<file path="config.mk">
export PLATFORM = sky130hd
export DESIGN_NAME = multicycle_control
export DESIGN_NICKNAME = d
export VERILOG_FILES = /design/src/rtl/multicycle_control.sv
export SDC_FILE = /design/constraint.sdc
export NUM_CORES = 1
export LEC_CHECK = 0
export CAP_MARGIN = 0
export CORE_ASPECT_RATIO = 1.1
export CORE_MARGIN = 1.5
export CORE_UTILIZATION = 37
export DETAILED_ROUTE_END_ITERATION = 12
export GPL_TIMING_DRIVEN = 0
export PLACE_DENSITY = 0.88
export SLEW_MARGIN = 20
export SYNTH_ARGS = -nofsm -noshare
export SYNTH_HDL_FRONTEND = slang
export SYNTH_SLANG_ARGS = --single-unit
</file>
<file path="constraint.sdc">
create_clock -name clk -period 2.1 [get_ports clk]
set_clock_uncertainty 0.1 [all_clocks]
set_input_delay 0.525 -clock clk [delete_from_list [all_inputs] [get_ports clk]]
set_output_delay 0.525 -clock clk [all_outputs]
set_load 0.02 [all_outputs]
</file>
<file path="src/rtl/multicycle_control.sv">
// Multi-cycle RV32I sequencing FSM: steps the shared datapath through fetch/decode/exec/mem/wb.
// Outputs are combinational from state (plus mem_ready/opcode where noted); all forced to 0 while rst.
module multicycle_control (
  input  logic       clk,
  input  logic       rst,
  input  logic [6:0] opcode,
  input  logic       mem_ready,
  output logic       PCWrite,
  output logic       PCWriteCond,
  output logic       PCSource,
  output logic       IorD,
  output logic       MemRead,
  output logic       MemWrite,
  output logic       IRWrite,
  output logic       MemtoReg,
  output logic [1:0] ALUSrcA,
  output logic [1:0] ALUSrcB,
  output logic [1:0] ALUOp,
  output logic       RegWrite,
  output logic       Illegal,
  output logic       Retire,
  output logic [3:0] state
);

  localparam logic [6:0] OP_R   = 7'b0110011;
  localparam logic [6:0] OP_LW  = 7'b0000011;
  localparam logic [6:0] OP_SW  = 7'b0100011;
  localparam logic [6:0] OP_BEQ = 7'b1100011;

  typedef enum logic [3:0] {
    S_FETCH    = 4'd0,
    S_DECODE   = 4'd1,
    S_MEMADR   = 4'd2,
    S_MEMREAD  = 4'd3,
    S_MEMWB    = 4'd4,
    S_MEMWRITE = 4'd5,
    S_EXECUTE  = 4'd6,
    S_ALUWB    = 4'd7,
    S_BRANCH   = 4'd8
  } state_t;

  state_t cur, nxt;

  always_ff @(posedge clk) begin
    if (rst) cur <= S_FETCH;
    else     cur <= nxt;
  end

  always_comb begin
    nxt         = S_FETCH;
    PCWrite     = 1'b0;
    PCWriteCond = 1'b0;
    PCSource    = 1'b0;
    IorD        = 1'b0;
    MemRead     = 1'b0;
    MemWrite    = 1'b0;
    IRWrite     = 1'b0;
    MemtoReg    = 1'b0;
    ALUSrcA     = 2'b00;
    ALUSrcB     = 2'b00;
    ALUOp       = 2'b00;
    RegWrite    = 1'b0;
    Illegal     = 1'b0;
    Retire      = 1'b0;
    state       = cur;

    case (cur)
      S_FETCH: begin
        MemRead = 1'b1;
        ALUSrcB = 2'b10;
        if (mem_ready) begin
          IRWrite = 1'b1;
          PCWrite = 1'b1;
          nxt     = S_DECODE;
        end else begin
          nxt = S_FETCH;
        end
      end
      S_DECODE: begin
        // Branch target computed from OldPC here and parked in ALUOut.
        ALUSrcA = 2'b01;
        ALUSrcB = 2'b01;
        if (opcode == OP_LW || opcode == OP_SW) nxt = S_MEMADR;
        else if (opcode == OP_R)                nxt = S_EXECUTE;
        else if (opcode == OP_BEQ)              nxt = S_BRANCH;
        else begin
          Illegal = 1'b1;
          nxt     = S_FETCH;
        end
      end
      S_MEMADR: begin
        ALUSrcA = 2'b10;
        ALUSrcB = 2'b01;
        if (opcode == OP_LW)      nxt = S_MEMREAD;
        else if (opcode == OP_SW) nxt = S_MEMWRITE;
        else                      nxt = S_FETCH;
      end
      S_MEMREAD: begin
        IorD    = 1'b1;
        MemRead = 1'b1;
        nxt     = mem_ready ? S_MEMWB : S_MEMREAD;
      end
      S_MEMWB: begin
        RegWrite = 1'b1;
        MemtoReg = 1'b1;
        Retire   = 1'b1;
        nxt      = S_FETCH;
      end
      S_MEMWRITE: begin
        IorD     = 1'b1;
        MemWrite = 1'b1;
        if (mem_ready) begin
          Retire = 1'b1;
          nxt    = S_FETCH;
        end else begin
          nxt = S_MEMWRITE;
        end
      end
      S_EXECUTE: begin
        ALUSrcA = 2'b10;
        ALUSrcB = 2'b00;
        ALUOp   = 2'b10;
        nxt     = S_ALUWB;
      end
      S_ALUWB: begin
        RegWrite = 1'b1;
        Retire   = 1'b1;
        nxt      = S_FETCH;
      end
      S_BRANCH: begin
        ALUSrcA     = 2'b10;
        ALUSrcB     = 2'b00;
        ALUOp       = 2'b01;
        PCWriteCond = 1'b1;
        PCSource    = 1'b1;
        Retire      = 1'b1;
        nxt         = S_FETCH;
      end
      default: nxt = S_FETCH;
    endcase

    // Reset masks every output so no write enable leaks in the reset cycle.
    if (rst) begin
      PCWrite     = 1'b0;
      PCWriteCond = 1'b0;
      PCSource    = 1'b0;
      IorD        = 1'b0;
      MemRead     = 1'b0;
      MemWrite    = 1'b0;
      IRWrite     = 1'b0;
      MemtoReg    = 1'b0;
      ALUSrcA     = 2'b00;
      ALUSrcB     = 2'b00;
      ALUOp       = 2'b00;
      RegWrite    = 1'b0;
      Illegal     = 1'b0;
      Retire      = 1'b0;
      state       = 4'd0;
    end
  end

endmodule
</file>
==> impl_results.md <==
* Largest net degree at the start of global routing at 11
* Area of the multi-input gates at 451.7 um^2
* Max stage delay on crit path at 0.43 ns
* Hold-fix buffers, CTS at 0
* Hold WC Path Type: input pin to flop
* Crit-path max FO at 4
* Crit path kind: input pin to primary output
* Final setup fails at 4
* Starting Density at 40.33%
* Fill cell count at 107
* HP Start: rst
* Vias post-DR at 720
* Final Cycle Share at 104.2%
* Maximum vdd drop at 0.0002120 V
* Nature of the critical path startpoint: input pin
* Routed len/inst at 14.28 um
* CP max-delay cell: or3_4
* Remaining antenna violation count at 0
* Register area at 85.08 um^2
* FF-to-FF Start: cur[3]
* Max FFs per register at 4
* Hpwl dp at 1236 um
* Failing checks: negative setup slack
* Fin. max-slew vios at 0
* Post-synth EDFFs at 0
* Mapped Cells at 75
* Post-synth top cells: nor2_1, a21oi_1, nor3_1
* Slew @ Worst Pin at 0.4479 ns
* WP data arrival at 1.56 ns
* Biggest regs: cur: 4 flops
* Syn Nets at 85
* Top_reg_cell synth: dfxtp_1
* H-tree depth at 1
* Critical Path RT at 1.47 ns
* CTS tree: built
* Final hold violations at 0
* DR pass1 iterations at 4
* Crit path from: rst
* Maximum Capacitance Violations at 0
* LEAKAGE at 0.4455 nW
* Root Driver: clkbuf_4
* Final WL at 1842 um
* Ys Warns at 0
* Final worst path period need at 2.189 ns
* Leading area contributor after synthesis: dfxtp_1
* Rows at 14
* Die Ht at 43.73 um
* Overall routing resource usage at 22.26%
* Placed cell count at 121
* Crit path cell chain: buf_8 -> or3_4 -> nor3_4 -> and2_4 -> buf_6 -> buf_6
* Seq/Total Area, Yosys at 14.35%
* Clock tree buffer depth at 2
* Overflow after GRT at 0
* Post-synth ARST share at 0%
* PortBufs at 30
* Maximum clock rate at 0.4568 GHz
* Skew-Pair Late Insertion Delay at 0.24 ns
* First-pass GRT wire length at 2691 um
* # IOs at 31
* CP endpoint kind: primary output
* Final worst setup slack at -0.08895 ns
* Synthesized cell area at 558.0 um^2
* Share of cells above drive strength 1 at 47.79%
* First DRT Iteration DRCs at 24
* Seq cells post-synth at 4
* Relative slew margins at 69.86%
* Worst slack, placed at -0.9495 ns
* RSZ-0062 raised after global routing: true
* Status: complete, but fails checks
* Initial antenna violation count at 0
* Top reg by flops: cur
* Drt drc at 0
* Final Net Count at 125
* Area delta synth->final at 79.82%
* Worst path most repeated cell: buf_6
* Vias in the first global route at 658
* Routed vias/inst at 5.581
* CTS Sinks at 4
* Count leader, synth: nor2_1
* Cell Pwr Density at 277.0 nW/um^2
* # diodes at 0
* Die area at 1751 um^2
* CORE AREA at 1384 um^2
* Non-Filler Instances at 129
* Die X at 40.03 um
* Clock slew at reported path FFs at 0.04 ns
* Finished Core Util at 72.51%
* Top area cells in the synthesized netlist: dfxtp_1, nand4bb_4, nor4b_1, a21oi_1, nor3_1
* TritonCTS buffer count at 3
* Synth unique cells at 34
* RD Place Congestion at 0.8716
* Average cell area after synthesis at 7.440 um^2
* Synth top area share at 14.35%
## critical path, delay by kind of cell
| kind | cells | cell delay, ns |
|---|---|---|
| buffers and inverters | 3 | 0.29 |
| AND/OR/NAND/NOR | 3 | 0.74 |
## final cells by class
type | count | area share (%)
plain buffers | 9 | 8.354
inverters | 3 | 1.372
repair buffers | 36 | 32.54
flip-flops and latches | 4 | 8.479
well taps | 16 | 1.995
clock buffers | 3 | 2.244
multi-input cells | 58 | 45.01
## metal layers
metal	vias to the layer above	track usage, %	part of all wire, %
met5	-	0	0
met4	0	15.17	0.54
met3	2	2.564	6.2
met2	40	36.13	53
met1	334	26.03	40
li1	344	-	-
## repair_timing
item / CTS / global route
resized for setup: 88 / 23
setup endpoints to repair: 21 / 12
buffers inserted: 2 / 4
pin swaps: 4 / 3
## report_power, final
| group | switching, mW | total, mW | leakage [nW] | internal (mW) |
|---|---|---|---|---|
| Sequential | 0.00164 | 0.0795 | 0.0343 | 0.0778 |
| Combinational | 0.0484 | 0.101 | 0.397 | 0.0523 |
| Clock | 0.0337 | 0.0978 | 0.0138 | 0.0641 |
## final timing paths
path | to | slack (ns) | cells after the start
setup / recovery | PCWrite | -0.09 | 6
hold / removal | cur[2] | 0.53 | 3
hold reg to reg | cur[3] | 0.55 | 3
setup reg to reg | cur[1] | 0.64 | 5
## cell families (layout without fill, tap and decap cells)
kind of cell    Yosys count  in the layout  share of synthesized area [%]
fa+ha+maj                 1              1                          1.794
flops                     4              4                          14.35
simple gates             40             40                          49.33
buf+inv                  13             51                          14.35
compound gates           14             14                          15.24
xor+xnor                  2              2                          3.140
mux                       1              1                          1.794
## metrics by stage
stage	cell area (um^2)	total power, mW	hold WS [ns]	setup TNS (ns)
after global routing	1003	0.2893	0.5399	-0.2991
after floorplan	590.6	0.1301	0.5238	-0.1328
after detailed placement	910.9	0.1731	0.5662	-14.11
after CTS	948.4	0.2733	0.5272	-0.1022
after global placement	910.9	0.1712	0.5621	-13.23
final	1003	0.2779	0.5347	-0.1521
## cell usage in the layout (no fill, tap or decap), types with 2 or more instances in the layout
cell type,Yosys,routed
buf_6,2,11
dlygate4sd2_1,0,11
buf_4,3,10
buf_2,4,5
nor3_1,5,5
nor2_1,6,4
a21oi_1,5,4
nand3_1,4,4
dfxtp_2,0,4
nand2b_1,3,3
nor2b_1,3,3
nand2_1,4,3
o21ai_0,3,3
clkbuf_4,0,3
dlymetal6s2s_1,0,3
nor2_2,1,2
inv_1,2,2
nor4_1,2,2
nand3b_1,2,2
a31oi_1,2,2
clkdlybuf4s15_2,0,2
Power figures use the tool's default switching activity.
